File: src/rtl/tw_msg_merger_pkg.sv
// -----------------------------------------------------------------------------
// tw_msg_merger_pkg
// Constants shared with the OmpSs manager (header TYPE bit, components field,
// accelerator-id width), plus the merger's state/source types and the header
// rewrite helper.
// -----------------------------------------------------------------------------
package tw_msg_merger_pkg;

  // Header layout of a Taskwait inStream message (beat 0).
  localparam int TYPE_B                = 0;
  localparam int INSTREAM_COMPONENTS_L = 32;
  localparam int INSTREAM_COMPONENTS_H = 39;

  // Number of meaningful bits in the 4-bit TID field.
  localparam int ACC_BITS              = 4;

  typedef enum logic [1:0] {
    ST_IDLE,
    ST_HDR,
    ST_TID
  } state_e;

  // Encoding doubles as the protoErr bit index of each source.
  typedef enum logic {
    SRC_ACC = 1'b0,
    SRC_FIN = 1'b1
  } src_e;

  // Accelerator requests are tagged TYPE=1 and keep their component count;
  // finish notifications are tagged TYPE=0 and carry no components.
  function automatic logic [63:0] rewrite_header(input logic [63:0] hdr,
                                                 input src_e        src);
    logic [63:0] r;
    r = hdr;
    if (src == SRC_ACC) begin
      r[TYPE_B] = 1'b1;
    end else begin
      r[TYPE_B] = 1'b0;
      r[INSTREAM_COMPONENTS_H:INSTREAM_COMPONENTS_L] = '0;
    end
    return r;
  endfunction

  // Mask keeping the low acc_bits of a 4-bit TID.
  function automatic logic [3:0] tid_mask(input int acc_bits);
    logic [3:0] m;
    for (int i = 0; i < 4; i++) begin
      m[i] = (i < acc_bits);
    end
    return m;
  endfunction

endpackage

File: src/rtl/tw_msg_merger_if.sv
// -----------------------------------------------------------------------------
// tw_msg_merger_if
// One AXI-Stream link: 64-bit TDATA, 4-bit TID, TLAST, valid/ready.
//   master : drives TDATA/TVALID/TID/TLAST, samples TREADY
//   slave  : samples TDATA/TVALID/TID/TLAST, drives TREADY
// -----------------------------------------------------------------------------
interface tw_msg_merger_if;

  logic [63:0] TDATA;
  logic        TVALID;
  logic [3:0]  TID;
  logic        TLAST;
  logic        TREADY;

  modport master (
    output TDATA,
    output TVALID,
    output TID,
    output TLAST,
    input  TREADY
  );

  modport slave (
    input  TDATA,
    input  TVALID,
    input  TID,
    input  TLAST,
    output TREADY
  );

endinterface

File: src/rtl/tw_out_reg.sv
// -----------------------------------------------------------------------------
// tw_out_reg
// One-entry AXI-Stream output register. A beat is captured whenever the slot
// is empty or is being drained in the same cycle, so back-to-back beats flow
// at full rate while the downstream is ready.
// Ports:
//   clk, rstn          clock, asynchronous active-low reset
//   in_valid/in_ready  upstream handshake (in_ready is combinational)
//   in_data/id/last    upstream beat payload
//   out_if             registered AXI-Stream master towards the consumer
// -----------------------------------------------------------------------------
module tw_out_reg (
  input  logic                   clk,
  input  logic                   rstn,
  input  logic                   in_valid,
  output logic                   in_ready,
  input  logic [63:0]            in_data,
  input  logic [3:0]             in_id,
  input  logic                   in_last,
  tw_msg_merger_if.master        out_if
);

  logic        valid_q, valid_d;
  logic [63:0] data_q,  data_d;
  logic [3:0]  id_q,    id_d;
  logic        last_q,  last_d;
  logic        load;

  // NOTE: combinational next-state uses blocking '=' in always_comb; the flop
  // process below uses non-blocking '<=' only, so flop-to-flop order never
  // depends on simulator scheduling.
  always_comb begin
    // NOTE: every signal written here gets its default first; a path that left
    // one unassigned would infer a latch.
    in_ready = !valid_q || out_if.TREADY;
    load     = in_valid && in_ready;
    valid_d  = valid_q;
    data_d   = data_q;
    id_d     = id_q;
    last_d   = last_q;
    if (load) begin
      valid_d = 1'b1;
      data_d  = in_data;
      id_d    = in_id;
      last_d  = in_last;
    end else if (out_if.TREADY) begin
      valid_d = 1'b0;
    end
  end

  always_ff @(posedge clk or negedge rstn) begin
    if (!rstn) begin
      valid_q <= 1'b0;
      // NOTE: the payload registers are reset as well: the consumer sees an
      // all-zero TDATA/TID out of reset, not just a low TVALID.
      data_q  <= '0;
      id_q    <= '0;
      last_q  <= 1'b0;
    end else begin
      valid_q <= valid_d;
      data_q  <= data_d;
      id_q    <= id_d;
      last_q  <= last_d;
    end
  end

  assign out_if.TVALID = valid_q;
  assign out_if.TDATA  = data_q;
  assign out_if.TID    = id_q;
  assign out_if.TLAST  = last_q;

endmodule

File: src/rtl/tw_msg_merger.sv
// -----------------------------------------------------------------------------
// tw_msg_merger
// Merges two 2-beat message sources (accelerator taskwait requests and child
// task finish notifications) into one registered AXI-Stream feeding the
// Taskwait inStream. Packets are never interleaved: the grant is taken in IDLE
// and held through the header (HDR) and task-id (TID) beats. Ties alternate,
// starting with the accelerator source after reset.
// Ports:
//   clk, rstn   clock, asynchronous active-low reset
//   twReq       accelerator taskwait requests (slave)
//   twFin       task finish notifications (slave)
//   outStream   merged stream to Taskwait (master, registered)
//   protoErr    sticky TLAST violation flags, bit0 = twReq, bit1 = twFin
// -----------------------------------------------------------------------------
module tw_msg_merger #(
  parameter int ACC_BITS = tw_msg_merger_pkg::ACC_BITS
) (
  input  logic             clk,
  input  logic             rstn,
  tw_msg_merger_if.slave   twReq,
  tw_msg_merger_if.slave   twFin,
  tw_msg_merger_if.master  outStream,
  output logic [1:0]       protoErr
);

  import tw_msg_merger_pkg::*;

  localparam logic [3:0] TID_MASK = tid_mask(ACC_BITS);

  state_e      state_q,       state_d;
  src_e        grant_q,       grant_d;
  src_e        last_served_q, last_served_d;
  logic [3:0]  hdr_tid_q,     hdr_tid_d;
  logic [1:0]  perr_q,        perr_d;

  // Granted source, muxed once so the FSM and datapath see a single stream.
  logic        sel_valid;
  logic [63:0] sel_data;
  logic [3:0]  sel_tid;
  logic        sel_last;

  logic        busy;
  logic        beat_valid;
  logic        beat_ready;
  logic        beat_hs;
  logic [63:0] beat_data;
  logic [3:0]  beat_id;
  logic        beat_last;

  always_comb begin
    if (grant_q == SRC_FIN) begin
      sel_valid = twFin.TVALID;
      sel_data  = twFin.TDATA;
      sel_tid   = twFin.TID;
      sel_last  = twFin.TLAST;
    end else begin
      sel_valid = twReq.TVALID;
      sel_data  = twReq.TDATA;
      sel_tid   = twReq.TID;
      sel_last  = twReq.TLAST;
    end
  end

  assign busy       = (state_q != ST_IDLE);
  assign beat_valid = busy && sel_valid;
  assign beat_hs    = beat_valid && beat_ready;

  // beat_ready already folds in outStream_TREADY, so a stalled output register
  // blocks both sources in the same cycle.
  assign twReq.TREADY = busy && beat_ready && (grant_q == SRC_ACC);
  assign twFin.TREADY = busy && beat_ready && (grant_q == SRC_FIN);

  // ---------------------------------------------------------------------------
  // Beat payload: header rewritten by source, task id passed through. Both
  // output beats carry the TID sampled with the header.
  // ---------------------------------------------------------------------------
  always_comb begin
    beat_data = sel_data;
    beat_id   = hdr_tid_q;
    beat_last = 1'b0;
    if (state_q == ST_HDR) begin
      beat_data = rewrite_header(sel_data, grant_q);
      beat_id   = sel_tid & TID_MASK;
    end else if (state_q == ST_TID) begin
      beat_last = 1'b1;
    end
  end

  // ---------------------------------------------------------------------------
  // FSM, arbiter and TLAST checker
  // ---------------------------------------------------------------------------
  always_comb begin
    state_d       = state_q;
    grant_d       = grant_q;
    last_served_d = last_served_q;
    hdr_tid_d     = hdr_tid_q;
    perr_d        = perr_q;
    unique case (state_q)
      ST_IDLE: begin
        if (twReq.TVALID || twFin.TVALID) begin
          state_d = ST_HDR;
          if (twReq.TVALID && twFin.TVALID) begin
            grant_d = (last_served_q == SRC_ACC) ? SRC_FIN : SRC_ACC;
          end else if (twReq.TVALID) begin
            grant_d = SRC_ACC;
          end else begin
            grant_d = SRC_FIN;
          end
        end
      end
      ST_HDR: begin
        if (beat_hs) begin
          state_d   = ST_TID;
          hdr_tid_d = sel_tid & TID_MASK;
          // The packet is forwarded by position even when TLAST is wrong.
          if (sel_last) begin
            perr_d[grant_q] = 1'b1;
          end
        end
      end
      ST_TID: begin
        if (beat_hs) begin
          state_d       = ST_IDLE;
          last_served_d = grant_q;
          if (!sel_last) begin
            perr_d[grant_q] = 1'b1;
          end
        end
      end
      default: state_d = ST_IDLE;
    endcase
  end

  always_ff @(posedge clk or negedge rstn) begin
    if (!rstn) begin
      state_q       <= ST_IDLE;
      grant_q       <= SRC_ACC;
      // Starting from FIN makes the accelerator win the first tie.
      last_served_q <= SRC_FIN;
      hdr_tid_q     <= '0;
      perr_q        <= '0;
    end else begin
      state_q       <= state_d;
      grant_q       <= grant_d;
      last_served_q <= last_served_d;
      hdr_tid_q     <= hdr_tid_d;
      perr_q        <= perr_d;
    end
  end

  assign protoErr = perr_q;

  tw_out_reg u_out_reg (
    .clk      (clk),
    .rstn     (rstn),
    .in_valid (beat_valid),
    .in_ready (beat_ready),
    .in_data  (beat_data),
    .in_id    (beat_id),
    .in_last  (beat_last),
    .out_if   (outStream)
  );

endmodule

File: src/flat_wrapper.sv
// flat-port wrapper written by rule: the top's interface ports become plain ports
module tw_msg_merger_flat import tw_msg_merger_pkg::*;
#(
  parameter int ACC_BITS = tw_msg_merger_pkg::ACC_BITS
)
  (clk, rstn, protoErr, twReq_TDATA, twReq_TVALID, twReq_TID, twReq_TLAST, twReq_TREADY, twFin_TDATA, twFin_TVALID, twFin_TID, twFin_TLAST, twFin_TREADY, outStream_TDATA, outStream_TVALID, outStream_TID, outStream_TLAST, outStream_TREADY);
  tw_msg_merger_if twReq_i ();
  tw_msg_merger_if twFin_i ();
  tw_msg_merger_if outStream_i ();
  input  logic clk;
  input  logic rstn;
  output logic [1:0] protoErr;
  input wire logic [$bits(twReq_i.TDATA)-1:0] twReq_TDATA;
  input wire logic [$bits(twReq_i.TVALID)-1:0] twReq_TVALID;
  input wire logic [$bits(twReq_i.TID)-1:0] twReq_TID;
  input wire logic [$bits(twReq_i.TLAST)-1:0] twReq_TLAST;
  output wire logic [$bits(twReq_i.TREADY)-1:0] twReq_TREADY;
  input wire logic [$bits(twFin_i.TDATA)-1:0] twFin_TDATA;
  input wire logic [$bits(twFin_i.TVALID)-1:0] twFin_TVALID;
  input wire logic [$bits(twFin_i.TID)-1:0] twFin_TID;
  input wire logic [$bits(twFin_i.TLAST)-1:0] twFin_TLAST;
  output wire logic [$bits(twFin_i.TREADY)-1:0] twFin_TREADY;
  output wire logic [$bits(outStream_i.TDATA)-1:0] outStream_TDATA;
  output wire logic [$bits(outStream_i.TVALID)-1:0] outStream_TVALID;
  output wire logic [$bits(outStream_i.TID)-1:0] outStream_TID;
  output wire logic [$bits(outStream_i.TLAST)-1:0] outStream_TLAST;
  input wire logic [$bits(outStream_i.TREADY)-1:0] outStream_TREADY;
  assign twReq_i.TDATA = twReq_TDATA;
  assign twReq_i.TVALID = twReq_TVALID;
  assign twReq_i.TID = twReq_TID;
  assign twReq_i.TLAST = twReq_TLAST;
  assign twReq_TREADY = twReq_i.TREADY;
  assign twFin_i.TDATA = twFin_TDATA;
  assign twFin_i.TVALID = twFin_TVALID;
  assign twFin_i.TID = twFin_TID;
  assign twFin_i.TLAST = twFin_TLAST;
  assign twFin_TREADY = twFin_i.TREADY;
  assign outStream_TDATA = outStream_i.TDATA;
  assign outStream_TVALID = outStream_i.TVALID;
  assign outStream_TID = outStream_i.TID;
  assign outStream_TLAST = outStream_i.TLAST;
  assign outStream_i.TREADY = outStream_TREADY;
  tw_msg_merger #(.ACC_BITS(ACC_BITS)) u_core (.clk(clk), .rstn(rstn), .twReq(twReq_i), .twFin(twFin_i), .outStream(outStream_i), .protoErr(protoErr));
endmodule
File: config.mk
export PLATFORM = sky130hd
export DESIGN_NAME = tw_msg_merger_flat
export DESIGN_NICKNAME = d
export VERILOG_FILES = /design/src/rtl/tw_msg_merger_pkg.sv /design/src/rtl/tw_msg_merger_if.sv /design/src/rtl/tw_out_reg.sv /design/src/rtl/tw_msg_merger.sv /design/src/flat_wrapper.sv
export SDC_FILE = /design/constraint.sdc
export NUM_CORES = 1
export LEC_CHECK = 0
export BUFFER_PORTS_ARGS = -buffer_cell sky130_fd_sc_hd__buf_4
export CAP_MARGIN = 30
export CORE_ASPECT_RATIO = 0.8
export CORE_MARGIN = 3
export CORE_UTILIZATION = 35
export DETAILED_ROUTE_END_ITERATION = 6
export PLACE_DENSITY = 0.66
export SETUP_SLACK_MARGIN = 0.5
export SYNTH_ARGS = -nofsm -noshare
export SYNTH_HDL_FRONTEND = slang
export SYNTH_SLANG_ARGS = --single-unit
export TNS_END_PERCENT = 20
File: constraint.sdc
create_clock -name clk -period 2.2 [get_ports clk]
set_input_delay 0.22 -clock clk [delete_from_list [all_inputs] [get_ports clk]]
set_output_delay 0.22 -clock clk [all_outputs]
set_load 0.05 [all_outputs]
==> metrics.csv, run 1 <==
stage,metric,value,unit
outcome,status,completed,
route,Post-Route WL,11000,um
power_and_ir_drop,switching power,5.18,mW
timing,setup violators final,0,
timing,Layout Skew,0.00886,ns
power_and_ir_drop,pwr dens,1780,nW/um2
route,Antenna Nets Post-Route,0,
clocking,root buffer cell,clkbuf_16,
power_and_ir_drop,Internal Power,5.58,mW
clocking,CTS Buf Count,9,
route,vias after detailed routing,3447,
power_and_ir_drop,Clk network pwr share,16.7,%
floorplan,full die area,12200,um2
timing,Final TNS setup,0,ns
synthesis,Area contributors post-synth,"dfrtp_1 52%, mux2i_1 16%, o21ai_0 8.2%",
final_layout,Area Overhead vs Synth,58.8,%
critical_path,crit path kind,reg2out,
floorplan,core area,10400,um2
global_route,number of global-route vias before repair,3570,
global_route,Congestion Overflow GR,0,
route,DRC violations left,0,
global_route,pin count of the biggest net entering global routing,61,
timing,post-layout min period,1.67,ns
synthesis,Mapped Avg Cell Area,10.4,um2
synthesis,mapped cell area,3800,um2
hold_path,Hold Path Class,in2reg,
clocking,CTS tree,yes,
final_layout,diodes inserted,0,
timing,RSZ-0062 raised after global routing,yes,
synthesis,Ys Warns,0,
synthesis,Post-Synthesis Cells,367,
run,max_cap viols,0,
clocking,htree depth,3,
clocking,"Reg clk slew, reported paths",0.06,ns
global_route,M1 GR Usage,20.6,%
synthesis,post-synth top area share,52.0,%
final_layout,Finished Core Util,58.0,%
clocking,worst-case clock buffer depth,2,
critical_path,WP data arrival,1.45,ns
synthesis,Cell variety after synth,27,
power_and_ir_drop,cell leakage power,3.10,nW
global_route,routing usage on met3,6.25,%
final_layout,# fillers,918,
power_and_ir_drop,Net Sw Frac,48.1,%
place,DP HPWL,8030,um
timing,Slew Limit Fails,0,
synthesis,#FFs+latches synth,80,
timing,Max transition margin,47.8,%
clocking,clock sink count,80,
place,port bufs,216,
route,TritonRoute pass-1 iters,4,
timing,Final period util,76.1,%
power_and_ir_drop,sequential share of power,24.3,%
route,DRT iter0 DRCs,146,
synthesis,post-synthesis sequential area ratio,52.7,%
final_layout,NumNets Final,730,
synthesis,Mapped Nets,515,
critical_path,CP Capture Type,output port,
floorplan,Initial Util,36.5,%
timing,worst slew pin tran,0.782,ns
critical_path,Max Fanout on Critical Path,10,
clocking,Skew-Pair Late Insertion Delay,0.33,ns
floorplan,# IOs,217,
route,number of vias per cell,4.75,
global_route,M2 GR Usage,31.1,%
critical_path,crit start category,flop,
critical_path,CP Data Required Time,1.98,ns
synthesis,post-synth top area cell,dfrtp_1,
timing,Fin. Hold Viols,0,
place,final RePlAce weighted congestion,0.782,
floorplan,Core Rows,33,
floorplan,die height,99.2,um
final_layout,layout cells sized above 1,46.1,%
power_and_ir_drop,worst vdd ir,1.02,mV
global_route,Global Route Usage Sum,17.8,%
global_route,global routing's busiest layer,met2,
power_and_ir_drop,combinational power share,59.1,%
floorplan,die extent in x,123,um
route,Routed WL per cell,15.1,um
global_route,first-pass GRT wire length,17000,um
timing,Max Fclk,0.597,GHz
global_route,initial antenna violation count,0,
[cell usage in the layout (no fill, tap or decap), drive strengths merged, types with 3 or more instances in the layout]
| cell type | instances |
|---|---|
| a21oi | 5 |
| o21ai | 65 |
| inv | 4 |
| mux2i | 62 |
| nor3 | 3 |
| dfrtp | 79 |
| ha | 5 |
| a31oi | 4 |
| nor2 | 22 |
| buf | 230 |
| nand2 | 71 |
| bufinv | 4 |
| a221oi | 8 |
| clkbuf | 10 |
[per-stage QoR]
| step | total power [mW] | hold WS [ns] | cells | setup slack (ns) | area [um2] |
|---|---|---|---|---|---|
| after floorplan | 6.95 | -0.0756 | 367 | 0.447 | 3820 |
| after global placement | 8.71 | 0.347 | 703 | 0.389 | 5570 |
| after detailed placement | 8.84 | 0.359 | 703 | 0.319 | 5570 |
| after CTS | 10.8 | 0.114 | 724 | 0.475 | 6010 |
| after global routing | 11.4 | 0.125 | 726 | 0.462 | 6040 |
| final | 10.8 | 0.127 | 726 | 0.526 | 6040 |
[state kept, by name (all words and copies together) (netlist names)]
register / cells
u_core.state_q: 2
u_core.u_out_reg.out_if.TVALID: 1
u_core.u_out_reg.out_if.TLAST: 1
u_core.grant_q: 1
u_core.hdr_tid_q: 4
u_core.u_out_reg.out_if.TDATA: 64
u_core.u_out_reg.out_if.TID: 4
u_core.last_served_q: 1
u_core.protoErr: 2
[repair_timing]
action,in CTS,in global routing
endpoints found under the setup margin,71,79
endpoints found under the hold margin,9,0
setup buffers,4,2
resized for setup,8,3
hold buffers,1,0
cloned,1,0
pin swaps,1,0
[cells by family after synthesis]
kind of cell / count (synthesis) / share of synthesized area (%)
multiplexers: 64 / 16.9
adder cells (fa/ha/maj): 5 / 1.65
flip-flops: 80 / 52.7
buffers and inverters: 31 / 4.18
AO/OA/AOI/OAI: 88 / 14.4
AND/OR/NAND/NOR: 99 / 10.2
[worst paths after layout]
| check | cells after the start | end | slack (ns) | from |
|---|---|---|---|---|
| setup / recovery | 4 | twFin_TREADY | 0.53 | u_core.grant_q |
| hold / removal | 3 | u_core.u_out_reg.out_if.TDATA[38] | 0.13 | twFin_TDATA[38] |
| setup reg to reg | 5 | u_core.protoErr[1] | 0.53 | u_core.grant_q |
| hold reg to reg | 2 | u_core.u_out_reg.out_if.TDATA[49] | 0.48 | u_core.u_out_reg.out_if.TDATA[49] |
| max in group asynchronous | 3 | u_core.u_out_reg.out_if.TDATA[16] | 1.00 | rstn |
| min in group asynchronous | 2 | u_core.u_out_reg.out_if.TDATA[52] | 0.52 | rstn |
[power by group through the flow]
| stage | Clock [mW] | Sequential, mW | Combinational (mW) |
|---|---|---|---|
| floorplan | 0 | 4.76 | 2.19 |
| global placement | 0 | 2.63 | 6.08 |
| detailed placement | 0 | 2.65 | 6.18 |
| CTS | 1.85 | 2.63 | 6.36 |
| global route | 1.92 | 2.71 | 6.80 |
| finish | 1.79 | 2.61 | 6.35 |
[cell type report]
type / instances / area, um2 / share of cell area (%)
clock buffers: 10 / 229 / 3.79
clock inverters: 5 / 129 / 2.14
inverters: 3 / 11.3 / 0.187
multi-input cells: 257 / 1690 / 27.9
flip-flops and latches: 80 / 2010 / 33.3
well taps: 140 / 175 / 2.90
repair buffers: 231 / 1800 / 29.8
[layer usage]
metal	vias up	share of wire (%)
met4	0	0.98
met1	1593	40
met3	10	10
met5	-	0
met2	146	49
li1	1698	-
[Yosys cell counts, drive strengths merged]
| cell | number |
|---|---|
| nor2b | 1 |
| nor3 | 3 |
| ha | 5 |
| inv | 3 |
| a21oi | 5 |
| mux2i | 62 |
| o21a | 1 |
| o22ai | 1 |
| a221oi | 8 |
| nor2 | 22 |
| nand2b | 1 |
| dfstp | 1 |
| a32o | 1 |
| a31o | 2 |
| or3 | 1 |
| a31oi | 4 |
| clkbuf | 8 |
| mux2 | 2 |
| dfrtp | 79 |
| nand2 | 71 |
| buf | 20 |
| a2bb2oi | 1 |
| o21ai | 65 |
[critical path: stages (launching register included)]
cell and delay, ns:
dfrtp_4 0.46, inv_1 0.08, buf_4 0.19, nor3_2 0.22
buf_6 0.18
(Power assumes the default switching activity.)
==> inputs of run 2 (changes only) <==
--- a/config.mk
+++ b/config.mk
@@ -11,7 +11,7 @@
 export CORE_MARGIN = 3
 export CORE_UTILIZATION = 35
 export DETAILED_ROUTE_END_ITERATION = 6
-export PLACE_DENSITY = 0.66
+export PLACE_DENSITY = 0.69
 export SETUP_SLACK_MARGIN = 0.5
 export SYNTH_ARGS = -nofsm -noshare
 export SYNTH_HDL_FRONTEND = slang
==> constraint.sdc (replaced) <==
create_clock -name clk -period 1.35 [get_ports clk]
set_input_delay 0.135 -clock clk [delete_from_list [all_inputs] [get_ports clk]]
set_output_delay 0.135 -clock clk [all_outputs]
set_load 0.05 [all_outputs]
==> metrics.csv, run 2 (synthesis gave the netlist of run 1 again) <==
stage,metric,value,unit,change
timing,post-layout min period,1.60,ns,
final_layout,Largest register FFs,64,,unchanged
route,vias after detailed routing,3591,,was 3447
final_layout,NumNets Final,754,,was 730
critical_path,crit path kind,reg2reg,,was reg2out
global_route,first-pass GRT wire length,18100,um,was 17000 um
clocking,worst-case clock buffer depth,2,,unchanged
timing,Fin. Hold Viols,0,,unchanged
clocking,CTS Buf Count,9,,unchanged
final_layout,diodes inserted,0,,unchanged
route,Antenna Nets Post-Route,0,,unchanged
power_and_ir_drop,pwr dens,2900,nW/um2,was 1780 nW/um2
route,TritonRoute pass-1 iters,4,,unchanged
global_route,Global Route Usage Sum,18.8,%,was 17.8%
route,DRC violations left,0,,unchanged
clocking,htree depth,3,,unchanged
floorplan,Initial Util,36.5,%,unchanged
timing,setup violators final,81,,was 0
floorplan,die height,99.2,um,unchanged
clocking,CTS tree,yes,,unchanged
floorplan,die extent in x,123,um,unchanged
final_layout,most frequent cells in the layout,"166 x buf_4, 77 x dfrtp_1, 76 x buf_6",,"was 223 x buf_4, 77 x dfrtp_1, 71 x nand2_1"
hold_path,worst hold path endpoint,u_core.u_out_reg.out_if.TDATA[39],,was u_core.u_out_reg.out_if.TDATA[38]
clocking,root buffer cell,clkbuf_16,,unchanged
place,DP HPWL,8490,um,was 8030 um
critical_path,WP data arrival,1.85,ns,was 1.45 ns
final_layout,"commonest non-fill, non-tap cell in the layout",buf_4,,unchanged
critical_path,Crit Reg-Reg Endpoint,u_core.u_out_reg.out_if.TID[2],,was u_core.protoErr[1]
clocking,"Reg clk slew, reported paths",0.06,ns,about the same
critical_path,worst setup path start,u_core.grant_q,,unchanged
timing,worst slew pin tran,0.449,ns,was 0.782 ns
critical_path,r2r startpoint,u_core.grant_q,,unchanged
timing,Max transition margin,70.1,%,was 47.8%
place,final RePlAce weighted congestion,0.759,,was 0.782
global_route,number of global-route vias before repair,3754,,was 3570
floorplan,Core Rows,33,,unchanged
route,Post-Route WL,11700,um,was 11000 um
clocking,clock sink count,80,,unchanged
run,max_cap viols,0,,unchanged
timing,Layout Skew,0.00570,ns,was 0.00886 ns
final_layout,Finished Core Util,63.5,%,was 58.0%
final_layout,Area Overhead vs Synth,73.8,%,was 58.8%
critical_path,R2R setup slack,-0.25,ns,was 0.53 ns
outcome,failing checks,negative setup slack,,
timing,Slew Limit Fails,0,,unchanged
final_layout,# fillers,869,,was 918
timing,setup ws final,-0.250,ns,was 0.526 ns
final_layout,Seq. cell area,2010,um2,unchanged
route,Routed WL per cell,15.6,um,was 15.1 um
power_and_ir_drop,cell leakage power,3.35,nW,was 3.10 nW
floorplan,full die area,12200,um2,unchanged
critical_path,R2R depth,5,,unchanged
power_and_ir_drop,worst vdd ir,1.30,mV,was 1.02 mV
global_route,initial antenna violation count,0,,unchanged
global_route,pin count of the biggest net entering global routing,81,,was 61
floorplan,core area,10400,um2,unchanged
clocking,Skew-Pair Late Insertion Delay,0.33,ns,about the same
final_layout,Multi-input gate area,1710,um2,was 1690 um2
hold_path,hold depth,3,,unchanged
timing,Final period util,119,%,
critical_path,CP Data Required Time,1.60,ns,was 1.98 ns
timing,RSZ-0062 raised after global routing,yes,,unchanged
critical_path,Max Fanout on Critical Path,17,,was 10
place,DP Worst Slack,-0.239,ns,was 0.319 ns
route,number of vias per cell,4.78,,was 4.75
critical_path,CP Capture Type,flop,,was output port
global_route,Congestion Overflow GR,0,,unchanged
floorplan,# IOs,217,,unchanged
route,DRT iter0 DRCs,128,,was 146
timing,Max Fclk,0.625,GHz,
hold_path,Hold Startpoint,twFin_TDATA[39],,was twFin_TDATA[38]
hold_path,Hold Path Class,in2reg,,unchanged
final_layout,layout cells sized above 1,48.9,%,was 46.1%
outcome,status,finished with violations,,was completed
critical_path,crit start category,flop,,unchanged
place,port bufs,216,,unchanged
==> run 2: cell types whose count changed in the layout (fill, tap and decap cells not counted), moves of 2 or more <==
cell,delta
clkinv_2,+4
o21ai_1,+36
o21ai_0,-37
nor3_4,+3
buf_16,+2
buf_12,+3
buf_6,+73
nor3_2,-3
clkbuf_16,+2
buf_4,-57
bufinv_16,-3
==> run 2: what timing repair did <==
item	4_1_cts	5_1_grt
endpoints found under the setup margin	154	154
pin swaps	21	1
resized for setup	111	19
hold buffers	1	0
gates cloned	2	2
hold endpoints to repair	79	0
buffers inserted	4	1
==> run 2: report_power, final <==
part | switching, mW | internal, mW
clock | 0.960 | 1.47
combinational | 7.24 | 5.05
sequential | 0.823 | 3.61
total | 9.03 | 10.1
==> run 2: worst max-delay path, cell delays in order (launching register included) <==
cell and delay (ns):
dfrtp_4 0.49, mux2i_1 0.14, or3_4 0.40, buf_12 0.16, clkbuf_16 0.17, o21ai_1 0.14
==> run 2: worst max-delay path by stage <==
stage	end	slack, ns	cells after the start
after floorplan	u_core.u_out_reg.out_if.TDATA[32]	-0.32	8
after global placement	u_core.u_out_reg.out_if.TID[2]	-0.23	6
after detailed placement	u_core.u_out_reg.out_if.TDATA[61]	-0.24	5
after CTS	u_core.u_out_reg.out_if.TDATA[35]	-0.26	5
after global routing	u_core.u_out_reg.out_if.TDATA[49]	-0.32	6
final	u_core.u_out_reg.out_if.TID[2]	-0.25	5
==> run 2: metrics by stage <==
step	hold slack [ns]	cell area (um2)	power, mW	std cells	setup TNS, ns
5_1_grt	0.0331	6610	20.3	751	-20.65
6_report	0.0408	6610	19.2	751	-14.69
4_1_cts	0.0295	6470	18.9	748	-14.81
3_3_place_gp	0.193	5780	14.7	725	-12.81
3_5_place_dp	0.204	5780	15.0	725	-15.08
2_1_floorplan	-0.161	3840	11.4	367	-22.39
==> run 2: routing by layer <==
layer | part of all wire [%] | global-route usage [%] | vias up
li1 | - | - | 1752
met1 | 38 | 21.8 | 1664
met2 | 50 | 32.7 | 159
met3 | 9.9 | 7.16 | 16
met4 | 1.6 | 4.99 | 0
met5 | 0 | 0 | -
==> run 2: area by class of cell <==
type | instances | area share (%)
Tap cell | 140 | 2.65
Clock buffer | 10 | 3.62
Timing Repair Buffer | 256 | 36.4
Sequential cell | 80 | 30.4
Clock inverter | 6 | 0.890
Multi-Input combinational cell | 256 | 25.9
Inverter | 3 | 0.170
==> inputs of run 3 (changes only) <==
--- a/config.mk
+++ b/config.mk
@@ -11,7 +11,7 @@
 export CORE_MARGIN = 3
 export CORE_UTILIZATION = 35
 export DETAILED_ROUTE_END_ITERATION = 6
-export PLACE_DENSITY = 0.69
+export PLACE_DENSITY = 0.66
 export SETUP_SLACK_MARGIN = 0.5
 export SYNTH_ARGS = -nofsm -noshare
 export SYNTH_HDL_FRONTEND = slang
==> metrics.csv, run 3 (synthesis gave the netlist of run 1 again) <==
stage,metric,value,unit,change
hold_path,hold depth,3,,unchanged
final_layout,Area Overhead vs Synth,72.5,%,was 73.8%
global_route,initial antenna violation count,0,,unchanged
route,Met3 Wirelength,1220,um,was 1160 um
critical_path,crit-path max cell delay,0.46,ns,was 0.49 ns
power_and_ir_drop,pwr dens,2870,nW/um2,was 2900 nW/um2
final_layout,Largest register FFs,64,,unchanged
route,Post-Route WL,11500,um,was 11700 um
floorplan,# IOs,217,,unchanged
final_layout,# fillers,877,,was 869
floorplan,Core Rows,33,,unchanged
place,DP HPWL,8620,um,was 8490 um
critical_path,crit path kind,reg2reg,,unchanged
route,DR top layer,met4,,unchanged
clocking,htree depth,3,,unchanged
global_route,Congestion Overflow GR,0,,unchanged
timing,setup violators final,81,,unchanged
critical_path,CP Data Required Time,1.57,ns,was 1.60 ns
hold_path,Hold Path Class,in2reg,,unchanged
route,number of vias per cell,4.76,,was 4.78
route,DRC violations left,0,,unchanged
clocking,"Reg clk slew, reported paths",0.07,ns,was 0.06 ns
floorplan,die extent in x,123,um,unchanged
critical_path,r2r startpoint,u_core.state_q[0],,was u_core.grant_q
clocking,Skew-Pair Late Insertion Delay,0.33,ns,about the same
final_layout,Seq. cell area,2010,um2,unchanged
route,TritonRoute pass-1 iters,4,,unchanged
route,vias after detailed routing,3572,,was 3591
clocking,CTS tree,yes,,unchanged
place,dpl cells,732,,was 725
final_layout,most frequent cells in the layout,"176 x buf_4, 77 x dfrtp_1, 71 x buf_6",,"was 166 x buf_4, 77 x dfrtp_1, 76 x buf_6"
route,met2 WL,5720,um,was 5860 um
critical_path,"delay-heaviest family, CP",simple AND/OR/NAND/NOR gates,,was flip-flops
timing,Max Fclk,0.616,GHz,was 0.625 GHz
power_and_ir_drop,worst vdd ir,1.92,mV,was 1.30 mV
final_layout,Multi-input gate area,1750,um2,was 1710 um2
global_route,number of global-route vias before repair,3705,,was 3754
critical_path,crit path max-delay cell type,or3_4,,was dfrtp_4
final_layout,layout cells sized above 1,49.3,%,was 48.9%
route,Routed WL per cell,15.3,um,was 15.6 um
place,port bufs,216,,unchanged
timing,setup ws final,-0.274,ns,was -0.250 ns
timing,Final period util,120,%,was 119%
floorplan,core area,10400,um2,unchanged
clocking,clock sink count,80,,unchanged
critical_path,CP Capture Type,flop,,unchanged
route,DRT iter0 DRCs,85,,was 128
floorplan,die height,99.2,um,unchanged
final_layout,Finished Layout Cells,751,,unchanged
critical_path,crit start category,flop,,unchanged
outcome,status,finished with violations,,unchanged
critical_path,Crit Reg-Reg Endpoint,u_core.u_out_reg.out_if.TDATA[37],,was u_core.u_out_reg.out_if.TID[2]
power_and_ir_drop,cell leakage power,3.31,nW,was 3.35 nW
critical_path,WP data arrival,1.84,ns,was 1.85 ns
timing,RSZ-0062 raised after global routing,yes,,unchanged
critical_path,Max Fanout on Critical Path,8,,was 17
critical_path,R2R depth,6,,was 5
clocking,worst-case clock buffer depth,2,,unchanged
clocking,CTS Buf Count,9,,unchanged
final_layout,NumNets Final,754,,unchanged
critical_path,worst path cell trace,"inv_2, ha_4, or3_4, buf_12, a221oi_2, nor2_1",,"was mux2i_1, or3_4, buf_12, clkbuf_16, o21ai_1"
hold_path,Hold Startpoint,twFin_TDATA[32],,was twFin_TDATA[39]
timing,worst slew pin tran,0.343,ns,was 0.449 ns
outcome,failing checks,negative setup slack,,unchanged
timing,post-layout min period,1.62,ns,was 1.60 ns
run,max_cap viols,0,,unchanged
hold_path,worst hold path endpoint,u_core.u_out_reg.out_if.TDATA[32],,was u_core.u_out_reg.out_if.TDATA[39]
timing,Slew Limit Fails,0,,unchanged
final_layout,diodes inserted,0,,unchanged
timing,Layout Skew,0.00782,ns,was 0.00570 ns
floorplan,Initial Util,36.5,%,unchanged
timing,Fin. Hold Viols,0,,unchanged
floorplan,full die area,12200,um2,unchanged
critical_path,"Buf+Inv Stages, Crit Path",2,,unchanged
global_route,Global Route Usage Sum,18.8,%,about the same
place,DP Worst Slack,-0.294,ns,was -0.239 ns
place,final RePlAce weighted congestion,0.755,,was 0.759
clocking,root buffer cell,clkbuf_16,,unchanged
final_layout,"commonest non-fill, non-tap cell in the layout",buf_4,,unchanged
global_route,first-pass GRT wire length,18100,um,about the same
global_route,pin count of the biggest net entering global routing,40,,was 81
timing,Max transition margin,77.1,%,was 70.1%
route,DRT met1 WL,4430,um,was 4480 um
route,Antenna Nets Post-Route,0,,unchanged
critical_path,R2R setup slack,-0.27,ns,was -0.25 ns
run 3: timing repair:
action | in CTS | in global routing
hold endpoints to repair | 18 | 0
setup buffers | 1 | 0
gates resized for setup | 98 | 17
gates cloned | 1 | 0
hold buffers | 1 | 0
pin swaps | 13 | 1
setup endpoints to repair | 154 | 169
run 3: per-layer routing:
metal	vias up	track usage, %
li1	1751	-
met1	1660	21.9
met2	152	32.1
met3	9	7.62
met4	0	4.99
met5	-	0
run 3: tightest hold or removal path: cells and delay by family:
family	cells	cell delay, ns
AO/OA/AOI/OAI	1	0.04
AND/OR/NAND/NOR	1	0.08
buffers and inverters	1	0.08
run 3: layout make-up:
class | instances | area share, %
multi-input combinational | 256 | 26.7
sequential | 80 | 30.6
inverter | 3 | 0.172
timing repair buffer | 256 | 35.0
clock buffer | 11 | 3.85
clock inverter | 5 | 0.954
tap | 140 | 2.67
run 3: report_power, final:
part / internal, mW / total, mW / switching [mW]
Combinational: 4.69 / 11.8 / 7.14
Sequential: 3.61 / 4.43 / 0.823
Clock: 1.55 / 2.54 / 0.998
run 3: stage by stage:
step | hold WS [ns] | setup TNS (ns) | total power [mW] | utilization [%] | area, um2
5_1_grt | 0.0519 | -22.61 | 19.9 | 63.0 | 6560
2_1_floorplan | -0.161 | -22.39 | 11.4 | - | 3840
3_5_place_dp | 0.0525 | -18.94 | 15.0 | 56.0 | 5820
3_3_place_gp | 0.0459 | -16.32 | 14.8 | 56.0 | 5820
4_1_cts | 0.0365 | -17.12 | 18.8 | 62.4 | 6490
6_report | 0.0418 | -16.23 | 18.8 | 63.0 | 6560
run 3: worst max-delay path by stage:
stage	depth (start not counted)	to	slack (ns)	start
floorplan	8	u_core.u_out_reg.out_if.TDATA[32]	-0.32	u_core.state_q[0]
global placement	5	u_core.u_out_reg.out_if.TDATA[58]	-0.25	u_core.grant_q
detailed placement	5	u_core.u_out_reg.out_if.TDATA[48]	-0.29	u_core.grant_q
CTS	6	u_core.u_out_reg.out_if.TDATA[38]	-0.28	u_core.state_q[1]
global route	6	u_core.u_out_reg.out_if.TDATA[38]	-0.33	u_core.state_q[0]
finish	6	u_core.u_out_reg.out_if.TDATA[37]	-0.27	u_core.state_q[0]
